### config.mk
export PLATFORM = sky130hd
export DESIGN_NAME = fifo_reader
export DESIGN_NICKNAME = d
export VERILOG_FILES = /design/src/rtl/fifo_pkg.sv /design/src/rtl/fifo_reader_buf.sv /design/src/rtl/fifo_reader.sv
export SDC_FILE = /design/constraint.sdc
export NUM_CORES = 1
export LEC_CHECK = 0
export CAP_MARGIN = 10
export CORE_ASPECT_RATIO = 1.1
export CORE_MARGIN = 2
export CORE_UTILIZATION = 48
export CTS_CLUSTER_SIZE = 30
export DETAILED_ROUTE_END_ITERATION = 10
export PLACE_DENSITY = 0.87
export SLEW_MARGIN = 10
export SYNTH_ARGS = -nofsm -noshare
export SYNTH_HDL_FRONTEND = slang
export SYNTH_SLANG_ARGS = --single-unit
### constraint.sdc
create_clock -name rd_clk -period 2.3 [get_ports rd_clk]
set_input_delay 0.23 -clock rd_clk [delete_from_list [all_inputs] [get_ports rd_clk]]
set_output_delay 0.23 -clock rd_clk [all_outputs]
set_load 0.02 [all_outputs]
### src/rtl/fifo_pkg.sv
// -----------------------------------------------------------------------------
// fifo_pkg
// Shared types and defaults for the asynchronous FIFO and its read-side
// consumer.
//   DATA_WIDTH     : width of one FIFO word
//   data_t         : one FIFO word
//   RD_LAT_DEF     : default FIFO read latency (pop to valid data_out)
//   BUF_DEPTH_DEF  : default depth of the reader's holding buffer
// -----------------------------------------------------------------------------
package fifo_pkg;

    localparam int DATA_WIDTH = 8;

    typedef logic [DATA_WIDTH-1:0] data_t;

    localparam int RD_LAT_DEF    = 1;
    localparam int BUF_DEPTH_DEF = 2;

endpackage

### src/rtl/fifo_reader_buf.sv
// -----------------------------------------------------------------------------
// fifo_reader_buf
// Circular holding buffer for fifo_reader. Words are written at the tail as
// they return from the FIFO and presented at the head to the stream.
// Pointers wrap naturally, so BUF_DEPTH must be a power of two.
//
// Ports
//   clk      in   clock, rising edge
//   rst_n    in   asynchronous active-low reset; empties the buffer and
//                 clears the storage so the head reads as zero
//   wr_en    in   write wr_data at the tail
//   wr_data  in   word to store
//   rd_en    in   retire the head word
//   rd_data  out  head word
//   occ      out  number of buffered words (0..BUF_DEPTH)
// -----------------------------------------------------------------------------
module fifo_reader_buf
    import fifo_pkg::*;
#(
    parameter int BUF_DEPTH = BUF_DEPTH_DEF,
    localparam int PTR_W    = $clog2(BUF_DEPTH),
    localparam int OCC_W    = $clog2(BUF_DEPTH) + 1
) (
    input  logic             clk,
    input  logic             rst_n,
    input  logic             wr_en,
    input  data_t            wr_data,
    input  logic             rd_en,
    output data_t            rd_data,
    output logic [OCC_W-1:0] occ
);

    data_t             mem [BUF_DEPTH];
    logic [PTR_W-1:0]  head;
    logic [PTR_W-1:0]  tail;
    logic [OCC_W-1:0]  count;

    always_ff @(posedge clk or negedge rst_n) begin
        if (!rst_n) begin
            head  <= '0;
            tail  <= '0;
            count <= '0;
            for (int i = 0; i < BUF_DEPTH; i++) begin
                mem[i] <= '0;
            end
        end else begin
            if (wr_en) begin
                mem[tail] <= wr_data;
                tail      <= tail + PTR_W'(1);
            end
            if (rd_en) begin
                head <= head + PTR_W'(1);
            end
            // A simultaneous write and read leaves the occupancy unchanged.
            case ({wr_en, rd_en})
                2'b10:   count <= count + OCC_W'(1);
                2'b01:   count <= count - OCC_W'(1);
                default: count <= count;
            endcase
        end
    end

    assign rd_data = mem[head];
    assign occ     = count;

`ifndef SYNTHESIS
    a_occ_bound: assert property (@(posedge clk) disable iff (!rst_n)
        count <= OCC_W'(BUF_DEPTH))
        else $error("fifo_reader_buf: occupancy above BUF_DEPTH");

    a_no_write_full: assert property (@(posedge clk) disable iff (!rst_n)
        wr_en |-> (count < OCC_W'(BUF_DEPTH)) || rd_en)
        else $error("fifo_reader_buf: tail write while full");

    a_no_read_empty: assert property (@(posedge clk) disable iff (!rst_n)
        rd_en |-> (count != '0))
        else $error("fifo_reader_buf: head read while empty");
`endif

endmodule

### src/rtl/fifo_reader.sv
// -----------------------------------------------------------------------------
// fifo_reader
// Read-side consumer of the asynchronous FIFO, in the read clock domain.
// Turns the FIFO's pop/empty/data_out interface, which has a fixed read
// latency of RD_LAT cycles, into a valid/ready stream. Pops are issued only
// while a buffer entry is guaranteed for the returning word (credit rule), so
// the stream runs at one word per cycle under continuous m_ready and never
// overruns when downstream stalls.
//
// Parameters
//   RD_LAT     FIFO read latency, 1..2
//   BUF_DEPTH  holding-buffer entries, power of two, >= RD_LAT+1
//
// Ports
//   rd_clk      in   read-domain clock, rising edge
//   rd_rst      in   asynchronous active-low reset (shared with the FIFO)
//   fifo_data   in   FIFO data_out
//   fifo_empty  in   FIFO empty flag
//   fifo_pop    out  pop request to the FIFO
//   m_data      out  stream data (buffer head)
//   m_valid     out  stream valid
//   m_ready     in   stream ready
//   rd_count    out  saturating count of delivered words
//                    (only when FIFO_READER_CNT_EN is defined)
//
// Configuration macro: FIFO_READER_CNT_EN adds the rd_count port and counter.
// -----------------------------------------------------------------------------
module fifo_reader
    import fifo_pkg::*;
#(
    parameter int RD_LAT    = RD_LAT_DEF,
    parameter int BUF_DEPTH = BUF_DEPTH_DEF
) (
    input  logic        rd_clk,
    input  logic        rd_rst,
    input  data_t       fifo_data,
    input  logic        fifo_empty,
    output logic        fifo_pop,
    output data_t       m_data,
    output logic        m_valid,
    input  logic        m_ready
`ifdef FIFO_READER_CNT_EN
    ,
    output logic [31:0] rd_count
`endif
);

    localparam int OCC_W = $clog2(BUF_DEPTH) + 1;
    // Wide enough for occ + inflight without wrapping.
    localparam int CRD_W = $clog2(BUF_DEPTH + RD_LAT + 1) + 1;

    logic [RD_LAT-1:0] pop_p;
    logic [CRD_W-1:0]  inflight;
    logic [CRD_W-1:0]  used;
    logic [OCC_W-1:0]  occ;
    logic              arrive;
    logic              take;

    assign take = m_valid && m_ready;

    // ---- stage p0..p(RD_LAT-1): pops waiting for their data ----
    // Bit 0 is the pop issued last cycle; the top bit marks the word that is
    // on fifo_data this cycle.
    always_ff @(posedge rd_clk or negedge rd_rst) begin
        if (!rd_rst) begin
            pop_p <= '0;
        end else begin
            pop_p <= (pop_p << 1) | RD_LAT'(fifo_pop);
        end
    end

    assign arrive = pop_p[RD_LAT-1];

    always_comb begin
        inflight = '0;
        for (int i = 0; i < RD_LAT; i++) begin
            inflight = inflight + CRD_W'(pop_p[i]);
        end
    end

    // Credits already committed, after the word leaving this cycle frees its
    // slot. take implies occ >= 1, so this never underflows.
    assign used = CRD_W'(occ) + inflight - CRD_W'(take);

    // Reset gates the pop as well, since it is otherwise purely combinational.
    assign fifo_pop = rd_rst && !fifo_empty && (used < CRD_W'(BUF_DEPTH));

    // ---- buffer stage: returned words wait here for the stream ----
    fifo_reader_buf #(
        .BUF_DEPTH (BUF_DEPTH)
    ) u_buf (
        .clk     (rd_clk),
        .rst_n   (rd_rst),
        .wr_en   (arrive),
        .wr_data (fifo_data),
        .rd_en   (take),
        .rd_data (m_data),
        .occ     (occ)
    );

    assign m_valid = (occ != '0);

`ifdef FIFO_READER_CNT_EN
    logic [31:0] count;

    always_ff @(posedge rd_clk or negedge rd_rst) begin
        if (!rd_rst) begin
            count <= '0;
        end else if (take && (count != 32'hFFFF_FFFF)) begin
            count <= count + 32'd1;
        end
    end

    assign rd_count = count;
`endif

`ifndef SYNTHESIS
    a_stall_hold: assert property (@(posedge rd_clk) disable iff (!rd_rst)
        (m_valid && !m_ready) |=> (m_valid && $stable(m_data)))
        else $error("fifo_reader: stream changed during stall");
`endif

endmodule

### After elaboration in Yosys (flattened, before gate mapping)

Cells that the tools add are included.
Widths: inputs -> output; s select.

| word-level totals | value |
|---|---|
| logic and storage cells | 34 |
| flip-flop bits (word level) | 21 |
| output and inout bits | 10 |
| input bits | 12 |

| operators by class | value |
|---|---|
| $add $sub $neg | 6 |
| $lt $le $gt $ge | 4 |
| reduce and logical (&&, ||, !) cells | 7 |
| multiplexer cells | 7 |
| bitwise gates (word level) | 2 |
| equal/unequal tests | 2 |

Operators with widths:

| cell | number |
|---|---|
| $mux 8 | 4 |
| $bwmux 16 | 1 |
| $demux 8 s1 | 1 |
| $ge 2x2->1 const B | 2 |
| $logic_and 1x1->1 | 4 |
| $not 1->2 | 2 |
| $pmux 2 s2 | 1 |
| $reduce_bool 2->1 | 2 |
| $add 2x1->3 | 1 |
| $lt 3x2->1 const B | 1 |
| $sub 3x1->3 | 1 |
| $add 1x1->1 const B | 2 |
| $add 2x1->2 const B | 1 |
| $eq 2x1->1 const B | 1 |
| $eq 2x2->1 const B | 1 |
| $lt 2x1->1 const B | 1 |
| $sub 2x1->2 const B | 1 |
| $logic_not 1->1 | 1 |

### Depth between registers and ports, before layout

Gate-level depths: netlist (run 1).

| logic depth | value |
|---|---|
| word-level depth | 6 |
| mapped depth | 5 |
| gate-level depth less buffers | 5 |

### By module

A second synthesis (run 1) with hierarchy kept.

| unflattened totals | value |
|---|---|
| cell total of the unflattened synthesis | 65 |
| area, all modules | 960.9 um2 |

Modules (own cells, without submodules):

| module | times used | cells each | area each (um2) | seq. area each (um2) |
|---|---|---|---|---|
| fifo_reader_buf | 1 | 55 | 857.1 | 500.5 |
| fifo_reader | 1 | 10 | 103.8 | 25.0 |

### Worst setup path before layout (run 1)

Ideal clock, no wire load.

| timing path | value |
|---|---|
| path type | flip-flop to output port |
| start | register u_buf.count[1] (netlist: u_buf.occ[1]) |
| end | output port fifo_pop |
| cell stages (with the launch flop) | 6 |
| setup slack | 227 ps |
| buffers on the path | 0 |
| required time | 2070 ps |
| arrival | 1843 ps |
| cells stage by stage | dfrtp_1 > and3b_1 > o21ai_0 > fa_1 > xor2_1 > nor3_1 |

| on the way | value |
|---|---|
| word-level cells in the longest chain between the ends | 5 |
| elaborated cells on any way between the ends | 6 |
| classes of those cells | add/sub (2); order compare (1); reduce/logical (3) |

RTL lines:

| item | RTL line | text |
|---|---|---|
| from (decl) | fifo_reader_buf.sv:36 | `logic [OCC_W-1:0] count;` |
| from (signal assigned) | fifo_reader_buf.sv:56 | `2'b10: count <= count + OCC_W'(1);` |
| from (signal assigned) | fifo_reader_buf.sv:57 | `2'b01: count <= count - OCC_W'(1);` |
| from (signal assigned) | fifo_reader_buf.sv:58 | `default: count <= count;` |
| branches (longest 2 deep; another with $add 2x1->3) | n/a |  |
| $sub 3x1->3 (*) | fifo_reader.sv:83 | `assign used = CRD_W'(occ) + inflight - CRD_W'(take);` |
| $lt 3x2->1 (*) | fifo_reader.sv:86 | `assign fifo_pop = rd_rst && !fifo_empty && (used < CRD_W'(BUF_DEPTH));` |
| $logic_and 1x1->1 (*) | fifo_reader.sv:86 |  |
| to (decl) | fifo_reader.sv:38 | `output logic fifo_pop,` |

Every way passes the cells marked *.

### Worst setup path after layout (run 1)

Ends and elaborated chain as after synthesis.

==> flow_metrics.tcl, run 1 <==
set metrics [dict create \
    net_sw_share_pct 33.8 \
    clock_insertion_delay_worst_skew_ps 310 \
    mappedNetlistNets 81 \
    relative_area_change_from_synthesis_to_final_layout_pct 29.8 \
    p_switching_uw 586 \
    nNetsFinal 110 \
    cts.sink_count 21 \
    cts.root.buffer_cell "sky130_fd_sc_hd__clkbuf_4" \
    route.detailed.drc 0 \
    holdCritStartpoint "m_ready" \
    synthesis.area_per_instance_um2 14.7 \
    yosysWarningCount 0 \
    antennaDiodeCount 0 \
    routed_vias 624 \
    clock_tree.buffer_depth 2 \
    cts.clk_slew.worst_paths_ps 110 \
    die_height_um 51.9 \
    start_to_end_type_of_the_worst_setup_path "register to output pin" \
    critPathCaptureType "output pin" \
    layout-drive-gt1-share_pct 41.7 \
    final.hold.worst_slack_ps 258 \
    rr_startpoint "u_buf.occ[1]" \
    start_util_pct 50.5 \
    static-leakage-power_uw 0.000574 \
    crit-reg2reg-capture "arrive" \
    worst_min_delay_path_class "input pin to register" \
    sequential_share_of_power_pct 38.4 \
    rows 17 \
    grt_pass1_wl_um 2850 \
    synthDominantAreaCellType "sky130_fd_sc_hd__dfrtp_1" \
    number_of_global_route_vias_before_repair 651 \
    layout_cells_excl_fill 124 \
    clock_power_share_pct 10.5 \
    largest_net_degree_at_the_start_of_global_routing 22 \
    dieArea_um2 2460 \
    synth_cells 68 \
    dp.cells 119 \
    place.port_buffers 21 \
    core_um2 1980 \
    mappedNetlistArea_um2 1000 \
    power_per_cell_area_nw_per_um2 1340 \
    tritoncts.num_buffers 3 \
    design.portCount 22 \
    power.internal_uw 1150 \
    run_status "finished, final reports clean" \
    drt-total-wl_um 1780 \
    ff2ff_path_depth 6 \
    ir_drop_v 0.000750 \
    fin_crit_ps 2180 \
    setup_total_negative_slack_ps 0 \
    routabilityCongestion 0.739 \
    clock_tree.htree_level_count 1 \
    max_clock_freq_mhz 458 \
    ff2ff_setup_slack_ps 650 \
    worstSetupStartpointType "register" \
    yosys_register_bits 21 \
    route.detailed.wl_per_inst_um 14.4 \
    post-dp-hpwl_um 1270 \
    timing.critical_path.arrival_ps 1950 \
    critPathMaxFanout 3 \
    synth_seq_area_share_pct 52.6 \
    drt_first_pass_iters 2 \
    hold-path-cell-count 3 \
    tritoncts "done" \
    worstPathRequired_ps 2070 \
    yosys-top-cells-area "sky130_fd_sc_hd__dfrtp_1, sky130_fd_sc_hd__mux2_2, sky130_fd_sc_hd__mux2_4" \
    setup_slack_ps 116 \
    worst_slew_pin_slew_ps 404 \
    setup_repair_after_global_routing_missed_its_margin "yes" \
    die_x_um 47.5 \
    route.antenna.remaining_nets 0 \
    grt_use_total_pct 17.2 \
    relSlewSlack_pct 73.1 \
    grt_antenna_before_repair 0 \
    area_share_of_the_leading_cell_type_in_the_synthesized_netlist_pct 52.6 \
    hold-path-endpoint "u_buf.head" \
    synth_cell_type_count 20 \
    via_per_inst 5.03 \
    hold_violations_final 0 \
    final_min_period_over_clock_period_pct 94.9 \
    cts_hold_buf 0 \
    power.total_uw 1740 \
    fill_cells 150 \
    combinationalPowerShare_pct 51.1 \
    drtIter0Drc 5 \
    grt.overflow.total 0 \
    setup_viol_count_final 0 \
    place_worst_setup_slack_ps -433 \
    max_slew_violations 0 \
    fin_skew_ps 1.85 \
    cap_violations 0 \
]
[cell usage after synthesis]
| library cell | count |
|---|---|
| sky130_fd_sc_hd__nor2b_4 | 1 |
| sky130_fd_sc_hd__buf_2 | 1 |
| sky130_fd_sc_hd__buf_6 | 2 |
| sky130_fd_sc_hd__nor2b_1 | 1 |
| sky130_fd_sc_hd__mux2_2 | 16 |
| sky130_fd_sc_hd__and3b_1 | 1 |
| sky130_fd_sc_hd__nand2_2 | 1 |
| sky130_fd_sc_hd__a21oi_1 | 1 |
| sky130_fd_sc_hd__xnor2_1 | 2 |
| sky130_fd_sc_hd__dfrtp_1 | 21 |
| sky130_fd_sc_hd__nor2_1 | 2 |
| sky130_fd_sc_hd__mux2_4 | 8 |
| sky130_fd_sc_hd__fa_1 | 1 |
| sky130_fd_sc_hd__nand2_1 | 3 |
| sky130_fd_sc_hd__xor2_1 | 2 |
| sky130_fd_sc_hd__nand2b_1 | 1 |
| sky130_fd_sc_hd__o21ai_0 | 1 |
| sky130_fd_sc_hd__nor3_1 | 1 |
| sky130_fd_sc_hd__mux2i_1 | 1 |
| sky130_fd_sc_hd__or2_2 | 1 |
[routing by layer]
| metal | vias up | GRT usage (%) | share of wire, % |
|---|---|---|---|
| li1 | 291 | - | - |
| met1 | 315 | 21.0 | 40 |
| met2 | 13 | 27.3 | 53 |
| met3 | 5 | 2.43 | 3.4 |
| met4 | 0 | 11.1 | 2.8 |
| met5 | - | 0 | 0 |
[cell families after synthesis]
group                    share of synthesized area (%)
XOR/XNOR                                          3.51
AND/OR/NAND/NOR                                   7.14
multiplexers                                      31.0
adder cells (fa/ha/maj)                           2.00
buffers and inverters                             2.75
flip-flops                                        52.6
AO/OA/AOI/OAI                                     1.00
[critical path, stage by stage, from the launching register on]
cell and delay (ps):
sky130_fd_sc_hd__dfrtp_1 390, sky130_fd_sc_hd__and3b_2 210, sky130_fd_sc_hd__buf_4 130, sky130_fd_sc_hd__fa_1 490, sky130_fd_sc_hd__nand2_1 60, sky130_fd_sc_hd__nor3_2 180, sky130_fd_sc_hd__buf_4 170
[area by class of cell]
class	instances	area (um2)	share of cell area, %
Clock buffer	4	26.3	2.03
Multi-Input combinational cell	44	455	35.1
Sequential cell	21	526	40.5
Tap cell	28	35.0	2.70
Timing Repair Buffer	27	255	19.7
[flip-flops by register name (all words and copies together) (netlist names)]
name	count
u_buf.tail	1
arrive	1
u_buf.head	1
u_buf.mem	16
u_buf.occ	2
[per-stage QoR]
stage	utilization, %	instance area (um2)
2_1_floorplan	-	1000
3_3_place_gp	63.4	1250
3_5_place_dp	63.4	1250
4_1_cts	64.8	1280
5_1_grt	65.6	1300
6_report	65.6	1300
[worst max-delay path by stage]
stage / endpoint / from / cells past startpoint / slack (ps)
floorplan: fifo_pop / u_buf.occ[1] / 5 / 230
global placement: fifo_pop / m_ready / 7 / -350
detailed placement: fifo_pop / m_ready / 7 / -430
CTS: fifo_pop / u_buf.occ[0] / 6 / 60
global route: fifo_pop / u_buf.occ[1] / 6 / -6
finish: fifo_pop / u_buf.occ[1] / 6 / 120
[power by group through the flow]
stage | Combinational [uW] | Clock (uW) | Sequential (uW)
2_1_floorplan | 609 | 0 | 616
5_1_grt | 951 | 195 | 686
3_5_place_dp | 889 | 0 | 674
4_1_cts | 894 | 187 | 667
6_report | 888 | 182 | 666
3_3_place_gp | 868 | 0 | 658
[repair_timing]
| item | in CTS | in global routing |
|---|---|---|
| pin swaps | 0 | 3 |
| buffers inserted | 0 | 1 |
| hold endpoints to repair | 0 | 0 |
| resized for setup | 6 | 5 |
| endpoints found under the setup margin | 1 | 1 |
[cell usage in the layout, fill, tap and decap left out, types with 2 or more instances in the layout]
cell type and n:
sky130_fd_sc_hd__clkbuf_4 3, sky130_fd_sc_hd__xnor2_1 2, sky130_fd_sc_hd__xor2_1 2, sky130_fd_sc_hd__clkdlybuf4s50_1 19
sky130_fd_sc_hd__nand2_1 3, sky130_fd_sc_hd__dfrtp_1 21, sky130_fd_sc_hd__mux2_2 16, sky130_fd_sc_hd__nor2_1 2
sky130_fd_sc_hd__buf_4 7, sky130_fd_sc_hd__mux2_4 8
(Power assumes the default switching activity.)
==> run 2: changes to the inputs <==
- CELL_PAD_IN_SITES_DETAIL_PLACEMENT: not set -> 0
- CELL_PAD_IN_SITES_GLOBAL_PLACEMENT: not set -> 1
- CORE_UTILIZATION: 48 -> 39
==> flow_metrics.tcl, run 2 (synthesized netlist as in run 1, its figures left out) <==
set metrics [dict create \
    top_register_by_number_of_flip_flops "u_buf.mem" \
    tritoncts "done" \
    cap_violations 0 \
    relative_area_change_from_synthesis_to_final_layout_pct 30.3 \
    tritoncts.num_buffers 3 \
    fin_skew_ps 1.33 \
    via_per_inst 4.75 \
    die_x_um 52.3 \
    multiInputGateArea_um2 452 \
    worst_slew_pin_slew_ps 419 \
    timing.critical_path.buf_inv 1 \
    cts.root.buffer_cell "sky130_fd_sc_hd__clkbuf_4" \
    timing.critical_path.cells "and3b_1 > o21ai_1 > fa_1 > nand2_1 > nor3_2 > buf_4" \
    cts.clk_slew.worst_paths_ps 110 \
    worstSetupStartpointType "register" \
    route.detailed.drc 0 \
    grt.overflow.total 0 \
    grt_pass1_wl_um 2940 \
    final_min_period_over_clock_period_pct 94.6 \
    routabilityCongestion 0.681 \
    rows 19 \
    layout_cells_excl_fill 128 \
    setup_total_negative_slack_ps 0 \
    fin_crit_ps 2180 \
    antennaDiodeCount 0 \
    clock_tree.buffer_depth 2 \
    max_slew_violations 0 \
    worst_min_delay_path_class "input pin to async pin" \
    setup_viol_count_final 0 \
    place.port_buffers 21 \
    dieArea_um2 2980 \
    ff2ff_path_depth 6 \
    number_of_global_route_vias_before_repair 640 \
    critical-path-slowest-cell "sky130_fd_sc_hd__fa_1" \
    power.total_uw 1720 \
    fill_cells 229 \
    routed_vias 608 \
    route.detailed.wl_per_inst_um 13.5 \
    critical-path-top-delay-family "simple AND/OR/NAND/NOR gates" \
    layout.cells.most_common "sky130_fd_sc_hd__dfrtp_1" \
    core_um2 2470 \
    die_height_um 57.1 \
    clock_insertion_delay_worst_skew_ps 290 \
    drt-total-wl_um 1720 \
    cts_hold_buf 0 \
    drtIter0Drc 3 \
    worstPathRequired_ps 2070 \
    largest_reg_flops 16 \
    critPathCaptureType "output pin" \
    start_util_pct 40.4 \
    power_per_cell_area_nw_per_um2 1320 \
    most-common-layout-cells "sky130_fd_sc_hd__dfrtp_1, sky130_fd_sc_hd__clkdlybuf4s50_1, sky130_fd_sc_hd__mux2_2" \
    run_status "finished, final reports clean" \
    design.portCount 22 \
    nNetsFinal 111 \
    hold_violations_final 0 \
    cts.sink_count 21 \
    critical_path_cell_count 6 \
    timing.critical_path.arrival_ps 1950 \
    grt_antenna_before_repair 0 \
    start_to_end_type_of_the_worst_setup_path "register to output pin" \
    grt_use_total_pct 13.1 \
    setup_repair_after_global_routing_missed_its_margin "no" \
    dp.cells 122 \
    post-dp-hpwl_um 1250 \
    clock_tree.htree_level_count 1 \
    route.antenna.remaining_nets 0 \
    critPathMaxFanout 3 \
    static-leakage-power_uw 0.000569 \
    worst_path_largest_cell_delay_ps 480 \
    drt_first_pass_iters 4 \
    largest_net_degree_at_the_start_of_global_routing 22 \
    finalCoreUtilization_pct 52.7 \
    relSlewSlack_pct 72.1 \
    max_clock_freq_mhz 460 \
    register_area_um2 526 \
    ir_drop_v 0.000728 \
    layout-drive-gt1-share_pct 40.2 \
]
run 2: area by class of cell:
| type | count | share of cell area [%] |
|---|---|---|
| Tap cell | 31 | 2.98 |
| Multi-Input combinational cell | 44 | 34.7 |
| Timing Repair Buffer | 28 | 20.0 |
| Clock buffer | 4 | 2.02 |
| Sequential cell | 21 | 40.3 |
run 2: worst paths after layout:
path / startpoint / endpoint / slack [ps]
worst max-delay path: u_buf.occ[0] / fifo_pop / 120
worst min-delay path: rd_rst / u_buf.tail / 320
worst max register to register: u_buf.occ[0] / arrive / 640
worst min register to register: u_buf.mem[5] / u_buf.mem[5] / 510
max in group asynchronous: rd_rst / u_buf.mem[3] / 1770
min in group rd_clk: u_buf.mem[5] / u_buf.mem[5] / 510
run 2: layer usage:
layer	global-route usage, %	share of wire (%)	vias to the layer above	wire length [um]
li1	-	-	292	-
met1	18.7	46	300	797
met2	20.6	48	14	818
met3	2.62	5.3	2	91
met4	3.30	0.81	0	14
met5	0	0	-	0
run 2: timing repair:
action                     4_1_cts  5_1_grt
setup endpoints to repair        1        1
setup buffers                    0        2
cloned                           0        0
pin swaps                        0        1
resized for setup                6        2
run 2: worst register-to-register path: stages (launching register included):
cell,delay [ps]
sky130_fd_sc_hd__dfrtp_1,410
sky130_fd_sc_hd__and3b_1,260
sky130_fd_sc_hd__o21ai_1,90
sky130_fd_sc_hd__fa_1,480
sky130_fd_sc_hd__nand2_1,60
sky130_fd_sc_hd__nor3_2,180
sky130_fd_sc_hd__buf_4,130
run 2: through the flow:
| stage | hold WS (ps) | setup WS, ps | cell area, um2 |
|---|---|---|---|
| 2_1_floorplan | -65.6 | 227 | 1000 |
| 3_3_place_gp | 481 | -326 | 1260 |
| 3_5_place_dp | 489 | -409 | 1260 |
| 4_1_cts | 338 | 44.6 | 1280 |
| 5_1_grt | 362 | 9.37 | 1300 |
| 6_report | 319 | 125 | 1300 |
run 2: power breakdown:
group,internal (uW),switching [uW],total [uW]
Clock,67.4,104,171
Combinational,541,341,882
Sequential,542,126,668
